$ cat src/rtl/pe_cluster_sequencer_if.sv
// rtl/pe_cluster_sequencer_if.sv - router load stream and PE broadcast/collect signals of the cluster sequencer
interface pe_cluster_sequencer_if #(
  parameter int NUM_PE = 4
);
  logic              in_valid;
  logic              in_ready;
  logic              pe_do_load_en;
  logic              pe_write_fin;
  logic [NUM_PE-1:0] pe_cal_fin;
  logic              pe_psum_enq_en;
  logic              psum_out_ready;

  modport master (
    input  in_valid,
    input  pe_cal_fin,
    input  psum_out_ready,
    output in_ready,
    output pe_do_load_en,
    output pe_write_fin,
    output pe_psum_enq_en
  );

  modport slave (
    output in_valid,
    output pe_cal_fin,
    output psum_out_ready,
    input  in_ready,
    input  pe_do_load_en,
    input  pe_write_fin,
    input  pe_psum_enq_en
  );
endinterface

$ cat src/rtl/pe_cluster_sequencer.sv
// rtl/pe_cluster_sequencer.sv - PE cluster pass sequencer: issue, load metering, calc collect, psum drain
// Optional feature macro: SEQ_CAL_TIMEOUT_EN enables a 16-bit CAL watchdog driving the sticky err flag.
module pe_cluster_sequencer #(
  parameter int NUM_PE     = 4,
  parameter int LOAD_CNT_W = 8,
  parameter int PSUM_CNT_W = 6
) (
  input  logic                  clock,
  input  logic                  reset,
  input  logic                  start,
  input  logic [LOAD_CNT_W-1:0] cfg_load_len,
  input  logic [PSUM_CNT_W-1:0] cfg_psum_len,
  input  logic [7:0]            cfg_num_pass,
  pe_cluster_sequencer_if.master bus,
  output logic                  busy,
  output logic                  done,
  output logic                  err
);

  typedef enum logic [2:0] {
    S_IDLE,
    S_ISSUE,
    S_LOAD,
    S_WFIN,
    S_CAL,
    S_DRAIN,
    S_DONE
  } state_t;

  state_t state;
  state_t state_next;

  logic [LOAD_CNT_W-1:0] load_len_q;
  logic [LOAD_CNT_W-1:0] load_cnt;
  logic [LOAD_CNT_W-1:0] load_cnt_inc;
  logic [PSUM_CNT_W-1:0] psum_len_q;
  logic [PSUM_CNT_W-1:0] psum_cnt;
  logic [PSUM_CNT_W-1:0] psum_cnt_inc;
  logic [7:0]            num_pass_q;
  logic [7:0]            pass_cnt;
  logic [7:0]            pass_cnt_inc;
  logic [NUM_PE-1:0]     cal_flags;
  logic [NUM_PE-1:0]     cal_flags_next;
  logic                  all_fin;
  logic                  pass_step;

`ifdef SEQ_CAL_TIMEOUT_EN
  logic [15:0]           cal_timer;
  logic                  cal_timeout;
  logic                  err_q;
`endif

  assign load_cnt_inc   = load_cnt + LOAD_CNT_W'(1);
  assign psum_cnt_inc   = psum_cnt + PSUM_CNT_W'(1);
  assign pass_cnt_inc   = pass_cnt + 8'd1;
  // A PE finishing in the same cycle the last flag would be checked still counts.
  assign cal_flags_next = cal_flags | bus.pe_cal_fin;
  assign all_fin        = &cal_flags_next;

`ifdef SEQ_CAL_TIMEOUT_EN
  assign cal_timeout    = (cal_timer == 16'hFFFF) && !all_fin;
`endif

  assign busy = (state != S_IDLE);
  assign done = (state == S_DONE);

  // State register
  always_ff @(posedge clock) begin
    if (reset) state <= S_IDLE;
    else       state <= state_next;
  end

  // Next-state decode and strobes; everything is Moore except psum enqueue, which follows downstream ready
  always_comb begin
    state_next         = state;
    bus.in_ready       = 1'b0;
    bus.pe_do_load_en  = 1'b0;
    bus.pe_write_fin   = 1'b0;
    bus.pe_psum_enq_en = 1'b0;
    pass_step          = 1'b0;
    case (state)
      S_IDLE: begin
        if (start) state_next = S_ISSUE;
      end
      S_ISSUE: begin
        bus.pe_do_load_en = 1'b1;
        state_next = (load_len_q == '0) ? S_WFIN : S_LOAD;
      end
      S_LOAD: begin
        bus.in_ready = 1'b1;
        if (bus.in_valid && (load_cnt_inc == load_len_q)) state_next = S_WFIN;
      end
      S_WFIN: begin
        bus.pe_write_fin = 1'b1;
        state_next = S_CAL;
      end
      S_CAL: begin
        if (all_fin) begin
          if (psum_len_q == '0) begin
            // No psum beats: the pass closes here exactly as it would at the end of DRAIN.
            pass_step  = 1'b1;
            state_next = (pass_cnt_inc == num_pass_q) ? S_DONE : S_ISSUE;
          end else begin
            state_next = S_DRAIN;
          end
        end
`ifdef SEQ_CAL_TIMEOUT_EN
        else if (cal_timeout) begin
          state_next = S_DONE;
        end
`endif
      end
      S_DRAIN: begin
        bus.pe_psum_enq_en = bus.psum_out_ready;
        if (bus.psum_out_ready && (psum_cnt_inc == psum_len_q)) begin
          pass_step  = 1'b1;
          state_next = (pass_cnt_inc == num_pass_q) ? S_DONE : S_ISSUE;
        end
      end
      S_DONE: begin
        state_next = S_IDLE;
      end
      default: begin
        state_next = S_IDLE;
      end
    endcase
  end

  // Latched job configuration, per-pass beat counters, pass counter and PE finish flags
  always_ff @(posedge clock) begin
    if (reset) begin
      load_len_q <= '0;
      psum_len_q <= '0;
      num_pass_q <= '0;
      load_cnt   <= '0;
      psum_cnt   <= '0;
      pass_cnt   <= '0;
      cal_flags  <= '0;
    end else begin
      if (pass_step) pass_cnt <= pass_cnt_inc;
      case (state)
        S_IDLE: begin
          if (start) begin
            load_len_q <= cfg_load_len;
            psum_len_q <= cfg_psum_len;
            // A pass count of zero still runs one pass.
            num_pass_q <= (cfg_num_pass == 8'd0) ? 8'd1 : cfg_num_pass;
            pass_cnt   <= '0;
          end
        end
        S_ISSUE: begin
          load_cnt  <= '0;
          psum_cnt  <= '0;
          cal_flags <= '0;
        end
        S_LOAD: begin
          if (bus.in_valid) load_cnt <= load_cnt_inc;
        end
        S_CAL: begin
          cal_flags <= cal_flags_next;
        end
        S_DRAIN: begin
          if (bus.psum_out_ready) psum_cnt <= psum_cnt_inc;
        end
        default: begin
        end
      endcase
    end
  end

`ifdef SEQ_CAL_TIMEOUT_EN
  // CAL watchdog: restarts on CAL entry, raises a sticky err when it expires with PEs still outstanding
  always_ff @(posedge clock) begin
    if (reset) begin
      cal_timer <= '0;
      err_q     <= 1'b0;
    end else if (state == S_WFIN) begin
      cal_timer <= '0;
    end else if (state == S_CAL) begin
      cal_timer <= cal_timer + 16'd1;
      if (cal_timeout) err_q <= 1'b1;
    end
  end

  assign err = err_q;
`else
  assign err = 1'b0;
`endif

endmodule
$ cat src/flat_wrapper.sv
// flat-port wrapper written by rule: the top's interface ports become plain ports
module pe_cluster_sequencer_flat 
#(
  parameter int NUM_PE     = 4,
  parameter int LOAD_CNT_W = 8,
  parameter int PSUM_CNT_W = 6
)
  (clock, reset, start, cfg_load_len, cfg_psum_len, cfg_num_pass, busy, done, err, bus_in_valid, bus_pe_cal_fin, bus_psum_out_ready, bus_in_ready, bus_pe_do_load_en, bus_pe_write_fin, bus_pe_psum_enq_en);
  pe_cluster_sequencer_if #(.NUM_PE(NUM_PE)) bus_i ();
  input  logic clock;
  input  logic reset;
  input  logic start;
  input  logic [LOAD_CNT_W-1:0] cfg_load_len;
  input  logic [PSUM_CNT_W-1:0] cfg_psum_len;
  input  logic [7:0] cfg_num_pass;
  output logic busy;
  output logic done;
  output logic err;
  input wire logic [$bits(bus_i.in_valid)-1:0] bus_in_valid;
  input wire logic [$bits(bus_i.pe_cal_fin)-1:0] bus_pe_cal_fin;
  input wire logic [$bits(bus_i.psum_out_ready)-1:0] bus_psum_out_ready;
  output wire logic [$bits(bus_i.in_ready)-1:0] bus_in_ready;
  output wire logic [$bits(bus_i.pe_do_load_en)-1:0] bus_pe_do_load_en;
  output wire logic [$bits(bus_i.pe_write_fin)-1:0] bus_pe_write_fin;
  output wire logic [$bits(bus_i.pe_psum_enq_en)-1:0] bus_pe_psum_enq_en;
  assign bus_i.in_valid = bus_in_valid;
  assign bus_i.pe_cal_fin = bus_pe_cal_fin;
  assign bus_i.psum_out_ready = bus_psum_out_ready;
  assign bus_in_ready = bus_i.in_ready;
  assign bus_pe_do_load_en = bus_i.pe_do_load_en;
  assign bus_pe_write_fin = bus_i.pe_write_fin;
  assign bus_pe_psum_enq_en = bus_i.pe_psum_enq_en;
  pe_cluster_sequencer #(.NUM_PE(NUM_PE), .LOAD_CNT_W(LOAD_CNT_W), .PSUM_CNT_W(PSUM_CNT_W)) u_core (.clock(clock), .reset(reset), .start(start), .cfg_load_len(cfg_load_len), .cfg_psum_len(cfg_psum_len), .cfg_num_pass(cfg_num_pass), .bus(bus_i), .busy(busy), .done(done), .err(err));
endmodule
$ cat config.mk
export PLATFORM = sky130hd
export DESIGN_NAME = pe_cluster_sequencer_flat
export DESIGN_NICKNAME = d
export VERILOG_FILES = /design/src/rtl/pe_cluster_sequencer_if.sv /design/src/rtl/pe_cluster_sequencer.sv /design/src/flat_wrapper.sv
export SDC_FILE = /design/constraint.sdc
export NUM_CORES = 1
export LEC_CHECK = 0
export CAP_MARGIN = 5
export CORE_UTILIZATION = 50
export CTS_BUF_LIST = sky130_fd_sc_hd__clkbuf_8
export CTS_CLUSTER_DIAMETER = 60
export DETAILED_ROUTE_END_ITERATION = 12
export HOLD_SLACK_MARGIN = 0.15
export PLACE_DENSITY_LB_ADDON = 0.12
export SLEW_MARGIN = 20
export SYNTH_ARGS = -nofsm -noshare
export SYNTH_HDL_FRONTEND = slang
export SYNTH_SLANG_ARGS = --single-unit
$ cat constraint.sdc
create_clock -name clock -period 6.42 [get_ports clock]
set_input_delay 1.284 -clock clock [delete_from_list [all_inputs] [get_ports clock]]
set_output_delay 1.284 -clock clock [all_outputs]
set_load 0.01 [all_outputs]
Yosys cells after proc, flatten, opt, wreduce, memory -nomap -nowiden
Cells that the tools add are included.
- output and inout bits: 7
- input bits: 31
- word-level logic and storage cells: 67
- flip-flop bits (word level): 51
- $add $sub $neg: 3
- bitwise logic cells: 1
- mux-type cells: 25
- reductions and logical operators: 15
- equal/unequal tests: 15
- operator list (cell ; count):
    8-bit two-way mux ; 5
    3-bit two-way mux ; 6
    3-bit case mux with 6 select lines ; 1
    8-bit by 1-bit adder with 8-bit output, second input constant ; 2
    8-bit equality test ; 2
    8-bit zero test ; 2
    8-bit case mux with 2 select lines ; 1
    6-bit case mux with 2 select lines ; 1
    3-bit equality test, second input constant ; 3
    1-bit two-way mux ; 8
    4-bit case mux with 2 select lines ; 1
    4-bit AND reduction ; 2
    6-bit by 1-bit adder with 6-bit output, second input constant ; 1
    3-bit by 2-bit equality test with 1-bit output, second input constant ; 2
    6-bit equality test ; 1
    6-bit zero test ; 1
    6-bit two-way mux ; 1
    2-bit by 1-bit != test with 1-bit output, second input constant ; 3
    2-bit != test, second input constant ; 3
    2-bit AND reduction ; 3
    2-bit nonzero test ; 3
    4-bit OR ; 1
    3-bit by 1-bit equality test with 1-bit output, second input constant ; 1
    3-bit zero test ; 1
    other kinds (3) ; 4

Depth between registers and ports, before layout
Gate-level depths: netlist of the first run.
- word-level depth: 8
- mapped depth: 8
- gate-level depth less buffers: 7

Least setup slack after synthesis of the first run
No wires, ideal clock.
- kind: input -> output
- start point: in bus_psum_out_ready
- end point: out bus_pe_psum_enq_en
- arrival time: 1.633 ns
- required time: 5.136 ns
- setup slack: 3.503 ns
- buffers on the path: 0
- stages: 2
- path through: nand3_1 -> inv_1
- longest elaborated chain between the ends: 1
- RTL lines (item ; line ; source):
    start: declaration ; flat_wrapper.sv:21 ; input wire logic [$bits(bus_i.psum_out_ready)-1:0] bus_psum_out_ready;
    1-bit two-way mux ; pe_cluster_sequencer.sv:81 ; case (state)
    end: declaration ; flat_wrapper.sv:25 ; output wire logic [$bits(bus_i.pe_psum_enq_en)-1:0] bus_pe_psum_enq_en;
No other way between the ends.

Worst setup path in the final report of the first run
Same ends and word-level chain as after synthesis.

==> impl_summary.md, run 1 <==
Pwr
The static leakage is roughly 1.2 nW. The power per cell area is roughly 280 nW/µm². The worst-case IR drop observed on VDD is between 0.15 and 0.2 mV.

STA
The setup TNS is 0 ns. The slew at the pin closest to its max-slew limit is around 0.8 ns. Dividing the final minimum period by the clock period gives 0.6474.

The minimum clock period after layout is just over 4 ns. The headroom to the max-slew limit is 0.4498. Setup violations remaining at the end of the flow were counted as 0. Setup repair after global routing left no endpoint under its margin. For this run, the top clock speed supported by timing is around 240 MHz. The final-report hold violation count is 0.

The number of pins with negative max-slew slack in the final report is 0. Between clock sinks in the finished design, the worst skew comes to between 0.005 and 0.006 ns.

Worst setup path
Traced cell by cell, the critical path runs through clkdlybuf4s50_1 -> nand3_1 -> inv_1 -> clkdlybuf4s50_1. Among the stages of the critical path, the cell type that occurs most often is sky130_fd_sc_hd__clkdlybuf4s50_1. The kind of critical path is input pin to output pin. The maximum cell stage delay along the critical path is 0.57 ns. The number of buffers and inverters on the critical path is 3. Among cell families on the critical path, the largest total delay comes from buffers and inverters. The biggest fanout along the worst timing path is 7. STA classifies the critical path startpoint as an input pin. The arrival time at the worst endpoint is roughly 2.9 ns. On the critical path, the stage with the largest delay is an instance of sky130_fd_sc_hd__clkdlybuf4s50_1. The required time reported for the critical path endpoint is roughly 5 ns.

The worst setup path is captured at an output pin.

Route
The pre-antenna-repair detailed-routing pass consisted of 4 iterations. The final layout contains routed wiring with a total length of 6.684 mm. After detailed routing, the average wire length per cell comes to between 10 and 15 µm. Summing over every cut layer, the via total after detailed routing is about 2.7k. The antenna violation net count after detailed routing is 0. The via count normalized by instance count is 5.748. After the first detailed-routing iteration, the DRC count stood at about 190. The count of unresolved DRC violations after routing is 0.

Clock tree
For this design, the CTS-stage hold fixing added 0 buffers. In this run, CTS created clock tree buffers numbering 5. The clock tree synthesis step divided the H-tree into 2 levels. The number of setup buffers added after CTS is 0.

The clock insertion delay at the later pin of the skew report is roughly 0.31 ns. Clock tree synthesis found a total of roughly 50 sinks. In this run, post-CTS repair resized a total of 0 instances. After clock tree synthesis, the clock-pin slew on the worst setup and hold paths is 0.09 ns. The CTS tree is built. The number of buffers on the longest clock path is 2.

Clock tree synthesis selected as its root buffer the cell sky130_fd_sc_hd__clkbuf_8.

Yosys
A synthesized cell averages ~7.8 µm². The number of flops mapped to enable cells by yosys is 0. The post-synthesis net count is 408.

Of all flip-flops after synthesis, the portion carrying an async set or reset was 0. The total of warnings raised by yosys is 0. The number of distinct library cell variants in the gate-level netlist after synthesis is 59. For this run, the leading register cell type out of synthesis is sky130_fd_sc_hd__dfxtp_1. The top-area cell type share of the netlist area is 0.3499. The share of the yosys chip area belonging to registers is 0.3499.

The number of synthesized register bits is between 50 and 60. The netlist area before placement is around 2900 µm². The largest total area in the synthesized netlist belongs to sky130_fd_sc_hd__dfxtp_1.

By area the synthesized netlist is led by sky130_fd_sc_hd__dfxtp_1 (35%), sky130_fd_sc_hd__a21oi_1 (7.9%), sky130_fd_sc_hd__nand2_1 (7.7%), sky130_fd_sc_hd__xnor2_1 (5.4%), sky130_fd_sc_hd__nor2_1 (3.3%). Synthesis produced approximately 370 cells.

Global route
The initial antenna violation count is 0. The first-pass GRT wire length is ~11 mm. In the global route stage, overall resource usage came out at 0.2335. The largest net degree at the start of global routing is between 40 and 50. The aggregate global routing overflow is 0.

The number of global-route vias before repair is roughly 2.5k.

Final layout
The final layout net count is 430. Counting the fill cells in the layout gives roughly 530. The most frequent standard cell in the layout excluding fill and tap cells is sky130_fd_sc_hd__nand2_1. Relative to the synthesized area, the layout overhead comes to 16.25%. With fillers left out, the area of the finished cells amounts to around 3400 µm². In the final layout, the share of cells above drive strength 1 is 0.05793. The antenna diode instance count is 0. In the layout the commonest cells are sky130_fd_sc_hd__nand2_1 (60), sky130_fd_sc_hd__dfxtp_1 (51), sky130_fd_sc_hd__a21oi_1 (46), sky130_fd_sc_hd__clkdlybuf4s50_1 (36), sky130_fd_sc_hd__nor2_1 (26).

Placement
At the end of routability-driven placement, the weighted congestion stood at roughly 0.80. The number of port buffers is 36. The placed wire-length estimate is between 4 and 5 mm. Once placement finished, the instance area stood at between 3000 and 4000 µm².

Status
The flow ran to the end, and the final reports show no timing, DRC or antenna violations.

Floorplan
The chip width is approximately 78 µm. The core footprint is approximately 5600 µm². The die outline height is slightly below 80 µm. The effective utilization at floorplan is 0.5235. 38 I/O pins were placed. The die outline area is ~6100 µm².

The row count is 27.

Job
Max-cap violations in this run came to 0.

Worst hold path
In this run the worst hold path is classified as register to register.
==> worst paths after layout <==
kind	from	to	slack [ns]	cells past startpoint
min reg2reg	u_core.num_pass_q[5]$_SDFFE_PP0P_	u_core.num_pass_q[5]$_SDFFE_PP0P_	0.47	2
max reg2reg	u_core.state[0]$_SDFFE_PP0P_	u_core.pass_cnt[7]$_SDFF_PP0_	4.02	5
min	u_core.num_pass_q[5]$_SDFFE_PP0P_	u_core.num_pass_q[5]$_SDFFE_PP0P_	0.47	2
max	bus_psum_out_ready	bus_pe_psum_enq_en	2.26	4
==> stage by stage <==
stage | hold slack (ns) | util | std cells | power, mW | setup slack (ns)
after floorplan | 0.4481 | - | 374 | 0.6403 | 3.503
after global placement | 0.4563 | 0.5883 | 461 | 0.7322 | 2.341
after detailed placement | 0.4621 | 0.5883 | 461 | 0.7382 | 2.279
after CTS | 0.4761 | 0.6085 | 469 | 0.9664 | 2.274
after global routing | 0.4942 | 0.6085 | 469 | 1.029 | 2.162
final | 0.4696 | 0.6085 | 469 | 0.9597 | 2.264
==> synthesized netlist by cell type, types with 5 or more instances <==
master	n
sky130_fd_sc_hd__nor2_1	26
sky130_fd_sc_hd__clkbuf_1	13
sky130_fd_sc_hd__o21ai_0	12
sky130_fd_sc_hd__and2_1	6
sky130_fd_sc_hd__dfxtp_1	51
sky130_fd_sc_hd__or4_1	6
sky130_fd_sc_hd__xor2_1	9
sky130_fd_sc_hd__or3_1	6
sky130_fd_sc_hd__nand4_1	5
sky130_fd_sc_hd__o31ai_1	5
sky130_fd_sc_hd__a21o_1	6
sky130_fd_sc_hd__inv_1	7
sky130_fd_sc_hd__nor3_1	9
sky130_fd_sc_hd__a21oi_1	46
sky130_fd_sc_hd__nand2_1	60
sky130_fd_sc_hd__nand3_1	16
sky130_fd_sc_hd__xnor2_1	18
==> sequential cells by signal, summed over array words and instances, names as in the netlist <==
register and count:
u_core.load_cnt 8, u_core.psum_cnt 6, u_core.pass_cnt 8, u_core.state 3, u_core.num_pass_q 8, u_core.cal_flags 4
u_core.load_len_q 8, u_core.psum_len_q 6
==> cell type report <==
cell class                 count  area (µm²)  share of cell area
inverter                       7       26.28            0.007746
tap                           72       90.09             0.02656
multi-input combinational    293        1767              0.5208
clock buffer                   5       68.82             0.02029
sequential                    51        1021              0.3010
timing repair buffer          38       375.4              0.1107
clock inverter                 3       43.79             0.01291
==> report_power, final <==
| group | total (mW) | internal [mW] | leakage [nW] | switching (mW) |
|---|---|---|---|---|
| clock network | 0.226 | 0.116 | 0.0581 | 0.110 |
| registers | 0.404 | 0.352 | 0.414 | 0.0524 |
| logic | 0.329 | 0.146 | 0.742 | 0.183 |
| total | 0.960 | 0.614 | 1.21 | 0.346 |
==> layer usage <==
layer / wire length (µm) / global-route usage / vias up
met3: 249 / 0.04302 / 8
met5: 0 / 0 / -
met2: 3187 / 0.4009 / 67
met1: 3153 / 0.2973 / 1249
li1: - / - / 1372
met4: 93 / 0.06667 / 0
==> tightest hold or removal path, cell delays in order, from the launching register on <==
cell	delay [ns]
sky130_fd_sc_hd__dfxtp_1	0.33
sky130_fd_sc_hd__nand2_1	0.05
sky130_fd_sc_hd__a21oi_1	0.05
==> logic make-up (layout without fill, tap and decap cells) <==
group,Yosys count,after routing,synth area share
fa+ha+maj,3,3,0.01287
xor+xnor,28,28,0.09048
simple gates,162,162,0.2805
buf+inv,30,53,0.04460
compound gates,99,99,0.2204
flops,51,51,0.3499
other cells,1,1,0.001285
Note: power is estimated with default switching activity, not from simulation.
==> inputs of run 2 (changes only) <==
Clock period 6.42 ns to 3.8 ns, I/O delays scaled along.
==> run 2 against run 1 <==
Final area about the same. Via count down 1.1%. Combinational power rose by 77%. Critical path depth unchanged. Clock-buffer cell count unchanged. Die area stayed put. Critical path type is now register to output pin. Highest routed layer unchanged.
==> impl_summary.md, run 2 (synthesized netlist as in run 1, its figures left out) <==
Status
Status: finished clean (unchanged).

Placement
The number of port buffers is 36 (unchanged). The worst slack at placement is 0.7584 ns (was 2.279 ns). The placed wire-length estimate is 4.837 mm (was 4.679 mm). The final estimated routing congestion in global placement is 0.8602 (was 0.7994).

STA
Timing would allow up to about 310 MHz. The least setup slack across all paths after layout is 0.5377 ns (was 2.264 ns). The final setup violation count is 0 (unchanged). The number of pins with negative max-slew slack in the final report is 0 (unchanged). The setup TNS is 0 ns (unchanged). Unrepaired setup endpoints after global routing: false (unchanged). The headroom to the max-slew limit is 0.5816 (was 0.4498). The post-route clock skew was 0.01190 ns (was 0.005518 ns). The minimum clock period after layout is ~3.3 ns. The final-report hold violation count came to 0 (unchanged). In the finished design, the share of the clock period the worst path needs comes to 0.8585. The slew at the pin closest to its max-slew limit is 0.6256 ns (was 0.8222 ns).

Worst setup path
The category of the worst setup path capture point is an output pin (unchanged). The kind of critical path is register to output pin (was input pin to output pin). The biggest fanout along the worst timing path came to 16 (was 7). The cell with the biggest individual delay on the critical path is sky130_fd_sc_hd__dfxtp_1 (was sky130_fd_sc_hd__clkdlybuf4s50_1).

The cell family contributing the most delay on the critical path is buffers and inverters (unchanged). The maximum cell stage delay along the critical path is 0.62 ns (was 0.57 ns). The required time reported for the critical path endpoint was 3.04 ns (was 5.14 ns). The arrival time at the worst endpoint is 2.50 ns (was 2.87 ns). The type of element launching the critical path is a register (was input pin). The buffering stage count on the worst path with inverters included was 2 (was 3). CP Cell Sequence: nor2b_1 -> nand3_1 -> inv_1 -> clkdlybuf4s50_1 (was clkdlybuf4s50_1 -> nand3_1 -> inv_1 -> clkdlybuf4s50_1).

Pwr
The largest voltage drop on the vdd net is 0.3233 mV (was 0.1712 mV). The static leakage is 1.220 nW (was 1.215 nW). The power per cell area came to 463.0 nW/µm² (was 282.9 nW/µm²). The overall power is 1.569 mW (was 0.9597 mW).

Clock tree
The number of clock buffers inserted by TritonCTS is 5 (unchanged). The hold-fix buffer count after cts is 0 (unchanged). The number of H-tree branching levels was 2 (unchanged). The post-CTS setup buffer count was 0 (unchanged).

The CTS tree was built (unchanged). The total number of clock tree sinks is 51 (unchanged). The clock insertion delay at the later pin of the skew report is 0.31 ns (about the same).

The quantity of gates resized following cts is 0 (unchanged). The number of buffers on the longest clock path is 2 (unchanged). The clock tree root buffer cell was sky130_fd_sc_hd__clkbuf_8 (unchanged). The clock-pin transition on the worst setup and hold timing paths came to 0.10 ns (was 0.09 ns).

Route
The total via count after detailed routing is 2,666 (was 2,696). The via count normalized by instance count is 5.648 (was 5.748). The antenna violation net count after detailed routing came to 0 (unchanged). The detailed-route wire length per cell came to 14.13 µm (was 14.25 µm).

The count of unresolved DRC violations after routing is 0 (unchanged). The number of detailed-routing iterations run before antenna repair is 4 (unchanged). The DRC violation total after the first TritonRoute iteration is 162 (was 186). The final wirelength is 6.667 mm (was 6.684 mm).

Final layout
Most used cells in the layout excluding fill and tap cells: sky130_fd_sc_hd__nand2_1 (60), sky130_fd_sc_hd__dfxtp_1 (51), sky130_fd_sc_hd__a21oi_1 (46), sky130_fd_sc_hd__clkdlybuf4s50_1 (36), sky130_fd_sc_hd__nor2_1 (26) (unchanged). The post-synthesis to final-layout area growth was 16.17% (was 16.25%). The proportion of layout cells with a drive suffix above 1 is 0.06500 (was 0.05793). The layout filler cell count is 523 (was 529). The final layout net count is 433 (was 430). The most frequent standard cell in the layout excluding fill and tap cells is sky130_fd_sc_hd__nand2_1 (unchanged).

The antenna diode instance count is 0 (unchanged). The core occupancy in the finished layout is 0.6081 (was 0.6085).

Floorplan
The core footprint is 5574 µm² (unchanged). The die outline height is 78.39 µm (unchanged). The I/O pin count was 38 (unchanged).

The chip width is 78.39 µm (unchanged). The row count is 27 (unchanged). The die outline area is 6145 µm² (unchanged). The effective utilization at floorplan is 0.5235 (unchanged).

Worst hold path
The classification of the worst-slack hold path is register to register (unchanged).

Global route
The met2 demand-to-capacity share in global routing came to 0.3754 (was 0.4009). The met1 demand-to-capacity share in global routing is 0.2970 (was 0.2973). The aggregate global routing overflow is 0 (unchanged).

The initial antenna violation count was 0 (unchanged). The largest net degree at the start of global routing is 30 (was 45). The first-pass GRT wire length is 11.12 mm (was 11.32 mm). The fraction of met3 tracks used by global routing came to 0.04070 (was 0.04302). The overall track demand over capacity in global routing was 0.2269 (was 0.2335). The most used routing layer in global routing is met2 (unchanged). The number of global-route vias before repair came to 2,436 (was 2,459).

Job
The number of violations of the max-capacitance limit is 0 (unchanged).
[run 2: cell count changes in the layout (fill, tap and decap cells not counted), sizes merged]
| cell | previous run | this run |
|---|---|---|
| inv | 7 | 8 |
| buf | 2 | 5 |
| bufinv | 1 | 0 |
[run 2: worst min-delay path, stage by stage (launching register included)]
cell,delay [ns]
sky130_fd_sc_hd__dfxtp_1,0.33
sky130_fd_sc_hd__nand2_1,0.05
sky130_fd_sc_hd__a21oi_1,0.05
[run 2: report_power, final]
part	switching (mW)	internal [mW]
sequential	0.0787	0.594
clock	0.185	0.130
combinational	0.319	0.263
[run 2: worst paths after layout]
path | start | endpoint | slack (ns) | cells past startpoint
setup reg to reg | u_core.pass_cnt[0]$_SDFF_PP0_ | u_core.state[0]$_SDFFE_PP0P_ | 1.46 | 7
setup / recovery | u_core.state[2]$_SDFFE_PP0P_ | bus_pe_psum_enq_en | 0.54 | 4
hold / removal | u_core.num_pass_q[1]$_SDFFE_PP0P_ | u_core.num_pass_q[1]$_SDFFE_PP0P_ | 0.47 | 2
hold reg to reg | u_core.num_pass_q[1]$_SDFFE_PP0P_ | u_core.num_pass_q[1]$_SDFFE_PP0P_ | 0.47 | 2
[run 2: area by class of cell]
type	count	area, µm²	share of cell area
clock buffers	5	68.82	0.02030
clock inverters	3	18.77	0.005537
inverters	7	26.28	0.007752
multi-input cells	293	1767	0.5212
flip-flops and latches	51	1021	0.3012
well taps	72	90.09	0.02658
repair buffers	41	397.9	0.1174
[run 2: through the flow]
| stage | hold slack (ns) | instance area [µm²] | cells |
|---|---|---|---|
| floorplan | 0.4481 | 2918 | 374 |
| global placement | 0.4563 | 3302 | 464 |
| detailed placement | 0.4619 | 3302 | 464 |
| CTS | 0.4754 | 3390 | 472 |
| global route | 0.4962 | 3390 | 472 |
| finish | 0.4725 | 3390 | 472 |
[run 2: layer usage]
metal  part of all wire  wire length, µm
met2               0.47             3123
met5                  0                0
met4              0.012               82
met3              0.035              231
met1               0.48             3229
